`src/rtl/priority_decoder_24_seq_if.sv`:
```
// Code/decode bus between the 4:2 encoder, the sequential decoder and its consumer.
// Counter select/readback signals exist only when PDEC_EVENT_COUNT_EN is defined.
interface priority_decoder_24_seq_if #(
  parameter int CNT_W = 8
) ();
  logic             a;
  logic             b;
  logic             v;
  logic             in_ready;
  logic [3:0]       y;
  logic             y_valid;
  logic             y_ready;
  logic             busy;
`ifdef PDEC_EVENT_COUNT_EN
  logic [1:0]       cnt_sel;
  logic [CNT_W-1:0] cnt_value;

  modport master (
    output a, b, v, y_ready, cnt_sel,
    input  in_ready, y, y_valid, busy, cnt_value
  );

  modport slave (
    input  a, b, v, y_ready, cnt_sel,
    output in_ready, y, y_valid, busy, cnt_value
  );
`else
  if (CNT_W < 1) begin : g_cnt_w_check
    $error("CNT_W must be at least 1");
  end

  modport master (
    output a, b, v, y_ready,
    input  in_ready, y, y_valid, busy
  );

  modport slave (
    input  a, b, v, y_ready,
    output in_ready, y, y_valid, busy
  );
`endif
endinterface

```
`src/rtl/priority_decoder_24_seq.sv`:
```
// Sequential 2:4 decoder: registers an encoder {a,b} code, holds one-hot y for HOLD_CYCLES,
// then releases on a valid/ready handshake. Optional per-channel counters: PDEC_EVENT_COUNT_EN.
module priority_decoder_24_seq #(
  parameter int HOLD_CYCLES = 4,
  parameter int CNT_W       = 8
) (
  input logic                    clk,
  input logic                    rst,
  priority_decoder_24_seq_if.slave bus
);

  localparam int              HC_W      = $clog2(HOLD_CYCLES) + 1;
  localparam logic [HC_W-1:0] HOLD_LOAD = HC_W'(HOLD_CYCLES - 1);

  if (HOLD_CYCLES < 1 || CNT_W < 1) begin : g_param_check
    $error("HOLD_CYCLES and CNT_W must be at least 1");
  end

  typedef enum logic [0:0] {
    IDLE = 1'b0,
    HOLD = 1'b1
  } state_t;

  function automatic logic [3:0] decode_onehot(input logic [1:0] code);
    logic [3:0] onehot;
    case (code)
      2'd0:    onehot = 4'b0001;
      2'd1:    onehot = 4'b0010;
      2'd2:    onehot = 4'b0100;
      2'd3:    onehot = 4'b1000;
      default: onehot = 4'b0000;
    endcase
    return onehot;
  endfunction

  state_t          state_r;
  state_t          state_nxt_s;
  logic [HC_W-1:0] hold_cnt_r;
  logic [HC_W-1:0] hold_cnt_nxt_s;
  logic [3:0]      y_r;
  logic [3:0]      y_nxt_s;
  logic            y_valid_r;
  logic            y_valid_nxt_s;
  logic            in_ready_r;
  logic            busy_r;

  // State and output registers; outputs are derived from the next state so they never lag it.
  always_ff @(posedge clk or posedge rst) begin
    if (rst) begin
      state_r    <= IDLE;
      hold_cnt_r <= '0;
      y_r        <= 4'b0000;
      y_valid_r  <= 1'b0;
      in_ready_r <= 1'b1;
      busy_r     <= 1'b0;
    end else begin
      state_r    <= state_nxt_s;
      hold_cnt_r <= hold_cnt_nxt_s;
      y_r        <= y_nxt_s;
      y_valid_r  <= y_valid_nxt_s;
      in_ready_r <= (state_nxt_s == IDLE);
      busy_r     <= (state_nxt_s != IDLE);
    end
  end

  // Next-state logic: accept in IDLE, count down in HOLD, release only once the hold has expired.
  always_comb begin
    state_nxt_s    = state_r;
    hold_cnt_nxt_s = hold_cnt_r;
    y_nxt_s        = y_r;
    y_valid_nxt_s  = y_valid_r;
    case (state_r)
      IDLE: begin
        if (bus.v) begin
          state_nxt_s    = HOLD;
          hold_cnt_nxt_s = HOLD_LOAD;
          y_nxt_s        = decode_onehot({bus.a, bus.b});
          y_valid_nxt_s  = 1'b1;
        end else begin
          hold_cnt_nxt_s = '0;
          y_nxt_s        = 4'b0000;
          y_valid_nxt_s  = 1'b0;
        end
      end
      HOLD: begin
        if (hold_cnt_r != '0) begin
          hold_cnt_nxt_s = hold_cnt_r - 1'b1;
        end else if (bus.y_ready) begin
          state_nxt_s   = IDLE;
          y_nxt_s       = 4'b0000;
          y_valid_nxt_s = 1'b0;
        end else begin
          hold_cnt_nxt_s = '0;
        end
      end
      default: begin
        state_nxt_s    = IDLE;
        hold_cnt_nxt_s = '0;
        y_nxt_s        = 4'b0000;
        y_valid_nxt_s  = 1'b0;
      end
    endcase
  end

  assign bus.y        = y_r;
  assign bus.y_valid  = y_valid_r;
  assign bus.in_ready = in_ready_r;
  assign bus.busy     = busy_r;

`ifdef PDEC_EVENT_COUNT_EN
  function automatic logic [CNT_W-1:0] sat_inc(input logic [CNT_W-1:0] val);
    logic [CNT_W-1:0] res;
    if (val == {CNT_W{1'b1}}) begin
      res = val;
    end else begin
      res = val + 1'b1;
    end
    return res;
  endfunction

  logic             accept_s;
  logic [1:0]       code_s;
  logic [CNT_W-1:0] cnt_r [4];

  assign accept_s = bus.v & (state_r == IDLE);
  assign code_s   = {bus.a, bus.b};

  // Per-channel accepted-code counters, saturating, cleared only by reset.
  always_ff @(posedge clk or posedge rst) begin
    if (rst) begin
      for (int i = 0; i < 4; i++) begin
        cnt_r[i] <= '0;
      end
    end else if (accept_s) begin
      cnt_r[code_s] <= sat_inc(cnt_r[code_s]);
    end else begin
      cnt_r[code_s] <= cnt_r[code_s];
    end
  end

  assign bus.cnt_value = cnt_r[bus.cnt_sel];
`endif

endmodule
```
`src/flat_wrapper.sv`:
```
// flat-port wrapper written by rule: the top's interface ports become plain ports
module priority_decoder_24_seq_flat 
#(
  parameter int HOLD_CYCLES = 4,
  parameter int CNT_W       = 8
)
  (clk, rst, bus_a, bus_b, bus_v, bus_y_ready, bus_in_ready, bus_y, bus_y_valid, bus_busy);
  priority_decoder_24_seq_if #(.CNT_W(CNT_W)) bus_i ();
  input logic clk;
  input logic rst;
  input wire logic [$bits(bus_i.a)-1:0] bus_a;
  input wire logic [$bits(bus_i.b)-1:0] bus_b;
  input wire logic [$bits(bus_i.v)-1:0] bus_v;
  input wire logic [$bits(bus_i.y_ready)-1:0] bus_y_ready;
  output wire logic [$bits(bus_i.in_ready)-1:0] bus_in_ready;
  output wire logic [$bits(bus_i.y)-1:0] bus_y;
  output wire logic [$bits(bus_i.y_valid)-1:0] bus_y_valid;
  output wire logic [$bits(bus_i.busy)-1:0] bus_busy;
  assign bus_i.a = bus_a;
  assign bus_i.b = bus_b;
  assign bus_i.v = bus_v;
  assign bus_i.y_ready = bus_y_ready;
  assign bus_in_ready = bus_i.in_ready;
  assign bus_y = bus_i.y;
  assign bus_y_valid = bus_i.y_valid;
  assign bus_busy = bus_i.busy;
  priority_decoder_24_seq #(.HOLD_CYCLES(HOLD_CYCLES), .CNT_W(CNT_W)) u_core (.clk(clk), .rst(rst), .bus(bus_i));
endmodule
```
`config.mk`:
```
export PLATFORM = sky130hd
export DESIGN_NAME = priority_decoder_24_seq_flat
export DESIGN_NICKNAME = d
export VERILOG_FILES = /design/src/rtl/priority_decoder_24_seq_if.sv /design/src/rtl/priority_decoder_24_seq.sv /design/src/flat_wrapper.sv
export SDC_FILE = /design/constraint.sdc
export NUM_CORES = 1
export LEC_CHECK = 0
export CAP_MARGIN = 20
export CELL_PAD_IN_SITES_DETAIL_PLACEMENT = 1
export CELL_PAD_IN_SITES_GLOBAL_PLACEMENT = 2
export CORE_MARGIN = 4
export CORE_UTILIZATION = 26
export DETAILED_ROUTE_END_ITERATION = 16
export GPL_ROUTABILITY_DRIVEN = 0
export MAX_ROUTING_LAYER = met4
export PLACE_DENSITY_LB_ADDON = 0.12
export SLEW_MARGIN = 20
export SYNTH_ARGS = -nofsm -noshare
export SYNTH_HDL_FRONTEND = slang
export SYNTH_SLANG_ARGS = --single-unit
```
`constraint.sdc`:
```
create_clock -name clk -period 1.3 [get_ports clk]
set_clock_uncertainty 0.15 [all_clocks]
set_input_delay 0.195 -clock clk [delete_from_list [all_inputs] [get_ports clk]]
set_output_delay 0.195 -clock clk [all_outputs]
set_load 0.005 [all_outputs]
```
==> results of run 1 <==
layout make-up:
class | instances | area, µm²
Clock buffer | 4 | 36.3
Fill cell | 176 | 847
Inverter | 3 | 11.3
Multi-Input combinational cell | 24 | 166
Sequential cell | 10 | 251
Tap cell | 16 | 20.0
Timing Repair Buffer | 22 | 191
worst reg2reg max path, cell delays in order, from the launching register on:
cell and delay [ps]:
dfrtp_1 390, buf_6 120, or4b_4 470, o21ai_2 70
timing repair:
item	4_1_cts	5_1_grt
buffers inserted	2	0
setup endpoints to repair	7	3
pin swaps	0	1
gates resized for setup	11	6
worst max-delay path by stage:
stage | start | end | slack, ps
2_1_floorplan | u_core.hold_cnt_r[0]$_DFFE_PP0P_ | u_core.bus.y[0]$_DFFE_PP0P_ | 100
3_3_place_gp | bus_b | u_core.bus.y[0]$_DFFE_PP0P_ | -120
3_5_place_dp | bus_b | u_core.bus.y[0]$_DFFE_PP0P_ | -180
4_1_cts | u_core.state_r$_DFF_PP0_ | u_core.bus.y[0]$_DFFE_PP0P_ | 1
5_1_grt | u_core.hold_cnt_r[2]$_DFFE_PP0P_ | u_core.bus.y[2]$_DFFE_PP0P_ | -5
6_report | u_core.state_r$_DFF_PP0_ | u_core.bus.y[0]$_DFFE_PP0P_ | 40
metrics by stage:
step	std cells	instance area, µm²	power (µW)	setup TNS (ps)
global placement	73	622	1030	-438
detailed placement	73	622	1060	-683
floorplan	38	427	723	0
CTS	79	661	1320	0
global route	79	677	1440	-10.4
finish	79	677	1330	0
layer usage:
layer  up-vias  share of wire  wire length, µm
met3         2          0.057               66
met1       186           0.41              468
met2         8           0.53              610
li1        186              -                -
met4         0         0.0069                8
met5         -              0                0
registers in the layout, summed over array words and instances, names as in the netlist:
name / cells
u_core.bus.in_ready: 1
u_core.bus.y: 4
u_core.bus.y_valid: 1
u_core.hold_cnt_r: 3
u_core.state_r: 1
placed cells by master, fill, tap and decap left out, types with 2 or more instances in the layout:
master           count
buf_4                8
o22ai_1              3
buf_6                2
clkdlybuf4s50_1      5
nand3b_1             2
dfrtp_1              9
inv_1                3
nor2_1               2
clkbuf_4             3
dlygate4sd2_1        5
nand2_1              6
power breakdown:
| part | internal, µW | switching (µW) |
|---|---|---|
| Sequential | 426 | 69.9 |
| Combinational | 314 | 243 |
| Clock | 170 | 109 |
cell families after synthesis:
| kind of cell | after synthesis |
|---|---|
| and+or+nand+nor | 14 |
| DFF | 10 |
| AOI/OAI and AO/OA | 10 |
| buffers and inverters | 4 |
==> impl_metrics.ini, run 1 <==
[critical_path]
cp.arrival_ps = 1310
path_cells = buf_6 > or4b_4 > o21ai_2
crit_type = register to register
cp-start-kind = register
end_kind = register
cp_slowest_cell = or4b_4
path_max_fanout = 3
max_stage_delay_ps = 470
r2r_setup_slack_ps = 40
timing.rr.end = u_core.bus.y[0]$_DFFE_PP0P_
r2r_cells = 3
cp_top_family = simple AND/OR/NAND/NOR gates
r2r_start = u_core.state_r$_DFF_PP0_
critPathBufInv = 1
required_ps = 1350
cp.depth = 3

[die]
die-area_um2 = 2350
die_h_um = 48.5
initial_core_util = 0.280
core_area_um2 = 1520
rows = 14
ioPinCount = 13
dieWidth_um = 48.5

[global_route]
met3_usage = 0.0583
top_usage_layer = met2
overflow = 0
first_global_vias = 431
antenna_found_initial = 0
grt_max_degree = 11
grt_pass1_wl_mm = 2.09
grt_use_total = 0.115
met1_usage = 0.125
use_met2 = 0.193

[logic_synthesis]
synth.avg_cell_area_um2 = 11.2
async_reset_ff_frac = 1.00
synth-seq-cells = 10
yosysTopAreaCellShare = 0.528
synth_warnings = 0
synth_cells = 38
ys_seq_area_frac = 0.589
synth_nets = 44
ys.flop_type = dfrtp_1
muxShareOfSynthArea = 0
synth.most_common_cell = dfrtp_1
synth_simple_gate_area_frac = 0.220
synthTopCellsByArea = dfrtp_1 53%, dfstp_2 6.2%, nor4b_4 5.6%
synth_top_family_by_area = simple AND/OR/NAND/NOR gates
synth_cell_types = 17
synth-compound-area-share = 0.152
synth_fa_ha_area_frac = 0
netlist_area_um2 = 427
synth.largest_area_cell = dfrtp_1
synth_common_cells = 9 x dfrtp_1, 6 x nand2_1, 3 x inv_1, 3 x o21ai_0, 3 x o22ai_1
synth-xor-area-share = 0
synth_edf_count = 0

[detailed_routing]
viasPerCell = 4.84
postRouteAntennaNets = 0
drc = 0
drt_pre_antenna_iters = 3
post_drt_wl_per_cell_um = 14.6
vias = 382
drt_wl_total_mm = 1.15
drtIter0Drc = 2

[cts]
cts_root_buf = clkbuf_4
clkTransAtPathRegs_ps = 70
h-tree-depth = 1
clock_latency_ps = 260
cts_sinks = 10
numCtsBuffers = 3
ctsLongestPathBuffers = 2
cts_tree = yes
hold_buffers = 0

[run]
maxCapViolations = 0

[sta]
fin_ws_ps = 38.2
maxSlewHeadroom = 0.740
rsz0062_at_grt = yes
hold-worst-slack_ps = 58.2
fin_crit_ps = 1260
fin_crit_sh = 0.971
hold_viol = 0
slew_violations = 0
max_clock_freq_mhz = 792
worstMarginPinSlew_ps = 389
setup_viol = 0

[cells_and_area]
drive_above_1_share = 0.302
syn_to_final_growth_pct = 58.7
fin_nets = 70
fin_util = 0.444
diodes = 0

[worst_hold_path]
hold_class = input port to asynchronous set/reset pin

[status]
run_status = complete, no violations

[power]
cellLeakagePower_uw = 0.000335
power_density_nw_per_um2 = 1970
ir_drop_v = 0.000878

[placement]
pre_cts_slack_ps = -181
port_buffers = 12
hpwl_um = 882
Power figures use the tool's default switching activity.
==> inputs of run 2 (changes only) <==
--- a/config.mk
+++ b/config.mk
@@ -9,7 +9,7 @@
 export CELL_PAD_IN_SITES_DETAIL_PLACEMENT = 1
 export CELL_PAD_IN_SITES_GLOBAL_PLACEMENT = 2
 export CORE_MARGIN = 4
-export CORE_UTILIZATION = 26
+export CORE_UTILIZATION = 23
 export DETAILED_ROUTE_END_ITERATION = 16
 export GPL_ROUTABILITY_DRIVEN = 0
 export MAX_ROUTING_LAYER = met4
==> constraint.sdc (replaced) <==
create_clock -name clk -period 1.1 [get_ports clk]
set_clock_uncertainty 0.15 [all_clocks]
set_input_delay 0.165 -clock clk [delete_from_list [all_inputs] [get_ports clk]]
set_output_delay 0.165 -clock clk [all_outputs]
set_load 0.005 [all_outputs]
==> run 2 against run 1 <==
  * The run now ends with negative setup slack left
  * Clock power decreased by 5%
  * Via count rose by 10%
  * Register-to-register slack worse by 170 ps
  * Largest power group unchanged
  * Wire length increased by 2.6%
  * Critical path depth did not move
  * Flip-flop and latch count unchanged
  * Non-clock buffer count grew 6
  * Critical path type unchanged
  * Global-route usage down 0.15 points
==> impl_metrics.ini, run 2 (synthesis gave the netlist of run 1 again) <==
[cells_and_area]
regArea_um2 = 251
drive_above_1_share = 0.551
layoutNonFillerInstCount = 94
diodes = 0
layout_common_cells = 12 x buf_4, 9 x dfrtp_1, 6 x nand2_1, 6 x buf_2, 5 x clkdlybuf4s50_1
multi_input_area_um2 = 211
fin_util = 0.439
final_common_cell = buf_4
fin_nets = 76
largest_reg_flops = 4
nFillCells = 197
syn_to_final_growth_pct = 79.8

[cts]
cts_root_buf = clkbuf_4
numCtsBuffers = 3
ctsLongestPathBuffers = 2
clock_latency_ps = 270
clkTransAtPathRegs_ps = 70
cts_sinks = 10
h-tree-depth = 1
cts_tree = yes

[global_route]
grt_pass1_wl_mm = 2.02
grt_use_total = 0.113
antenna_found_initial = 0
overflow = 0
first_global_vias = 468
grt_max_degree = 11

[placement]
pre_cts_slack_ps = -343
hpwl_um = 893
port_buffers = 12
placed_cells_incl_taps = 84

[sta]
worstMarginPinSlew_ps = 203
hold_viol = 0
fin_crit_ps = 1230
setup_viol = 10
max_clock_freq_mhz = 812
rsz0062_at_grt = yes
fin_crit_sh = 1.12
slew_violations = 0
maxSlewHeadroom = 0.864
fin_ws_ps = -131
final.setup.tns_ps = -1050

[worst_hold_path]
hold_class = input port to asynchronous set/reset pin

[die]
core_area_um2 = 1750
die_h_um = 51.1
initial_core_util = 0.244
rows = 15
dieWidth_um = 51.1
ioPinCount = 13
die-area_um2 = 2610

[critical_path]
path_cells = nor4b_4 > buf_6 > o22ai_2
max_stage_delay_ps = 430
cp_slowest_cell = dfrtp_1
cp-start-kind = register
required_ps = 1110
cp_top_family = flip-flops
cp.arrival_ps = 1240
path_max_fanout = 7
end_kind = register
crit_type = register to register
critPathBufInv = 1

[detailed_routing]
postRouteAntennaNets = 0
drtIter0Drc = 2
route.met3.wl_um = 60
wl_met2_um = 614
drt_wl_total_mm = 1.18
highest_layer = met4
drt_pre_antenna_iters = 3
viasPerCell = 4.48
vias = 421
post_drt_wl_per_cell_um = 12.6
wl_met1_um = 476
drc = 0

[status]
run_status = complete, but fails checks
violations = negative setup slack

[run]
maxCapViolations = 0

[power]
ir_drop_v = 0.000842
power_density_nw_per_um2 = 2240
cellLeakagePower_uw = 0.000374
run 2: where the power goes:
group          internal [µW]  leakage [µW]  total, µW  switching (µW)
clock network            140     0.0000150        266             126
registers                504      0.000127        603            99.4
logic                    502      0.000232        850             348
total                   1150      0.000374       1720             573
run 2: timing repair:
item                       4_1_cts  5_1_grt
pin swaps                        8        8
hold buffers                     0        0
gates resized for setup         39        5
setup endpoints to repair       16       16
gates cloned                     0        0
buffers inserted                 5        4
run 2: per-layer routing:
metal,vias up,global-route usage
met4,0,0.0807
li1,197,-
met5,-,-
met2,12,0.195
met1,209,0.106
met3,3,0.0350
run 2: final cells by class:
class / instances / share of cell area
Clock buffer: 4 / 0.0343
Inverter: 3 / 0.0147
Multi-Input combinational cell: 24 / 0.276
Sequential cell: 10 / 0.328
Tap cell: 25 / 0.0408
Timing Repair Buffer: 28 / 0.307
run 2: path summary, 6_finish.rpt:
kind | start | endpoint | slack (ps) | cells after the start
worst max-delay path | u_core.hold_cnt_r[1]$_DFFE_PP0P_ | u_core.bus.y[2]$_DFFE_PP0P_ | -130 | 3
max in group asynchronous | rst | u_core.bus.in_ready$_DFF_PP1_ | 560 | 3
worst max register to register | u_core.hold_cnt_r[1]$_DFFE_PP0P_ | u_core.bus.y[2]$_DFFE_PP0P_ | -130 | 3
worst min register to register | u_core.bus.y_valid$_DFFE_PP0P_ | u_core.bus.y_valid$_DFFE_PP0P_ | 380 | 2
worst min-delay path | rst | u_core.hold_cnt_r[0]$_DFFE_PP0P_ | 40 | 3
min in group clk | u_core.bus.y_valid$_DFFE_PP0P_ | u_core.bus.y_valid$_DFFE_PP0P_ | 380 | 2
run 2: worst min-delay path, cell delays in order:
cell and delay (ps):
clkdlybuf4s50_1 400, inv_1 90, buf_12 130
run 2: stage by stage:
step	total power [µW]	hold WS [ps]	instance area [µm²]
2_1_floorplan	856	-146	427
3_3_place_gp	1230	319	661
3_5_place_dp	1270	335	661
4_1_cts	1660	37.4	732
5_1_grt	1850	58.6	767
6_report	1720	41.4	767
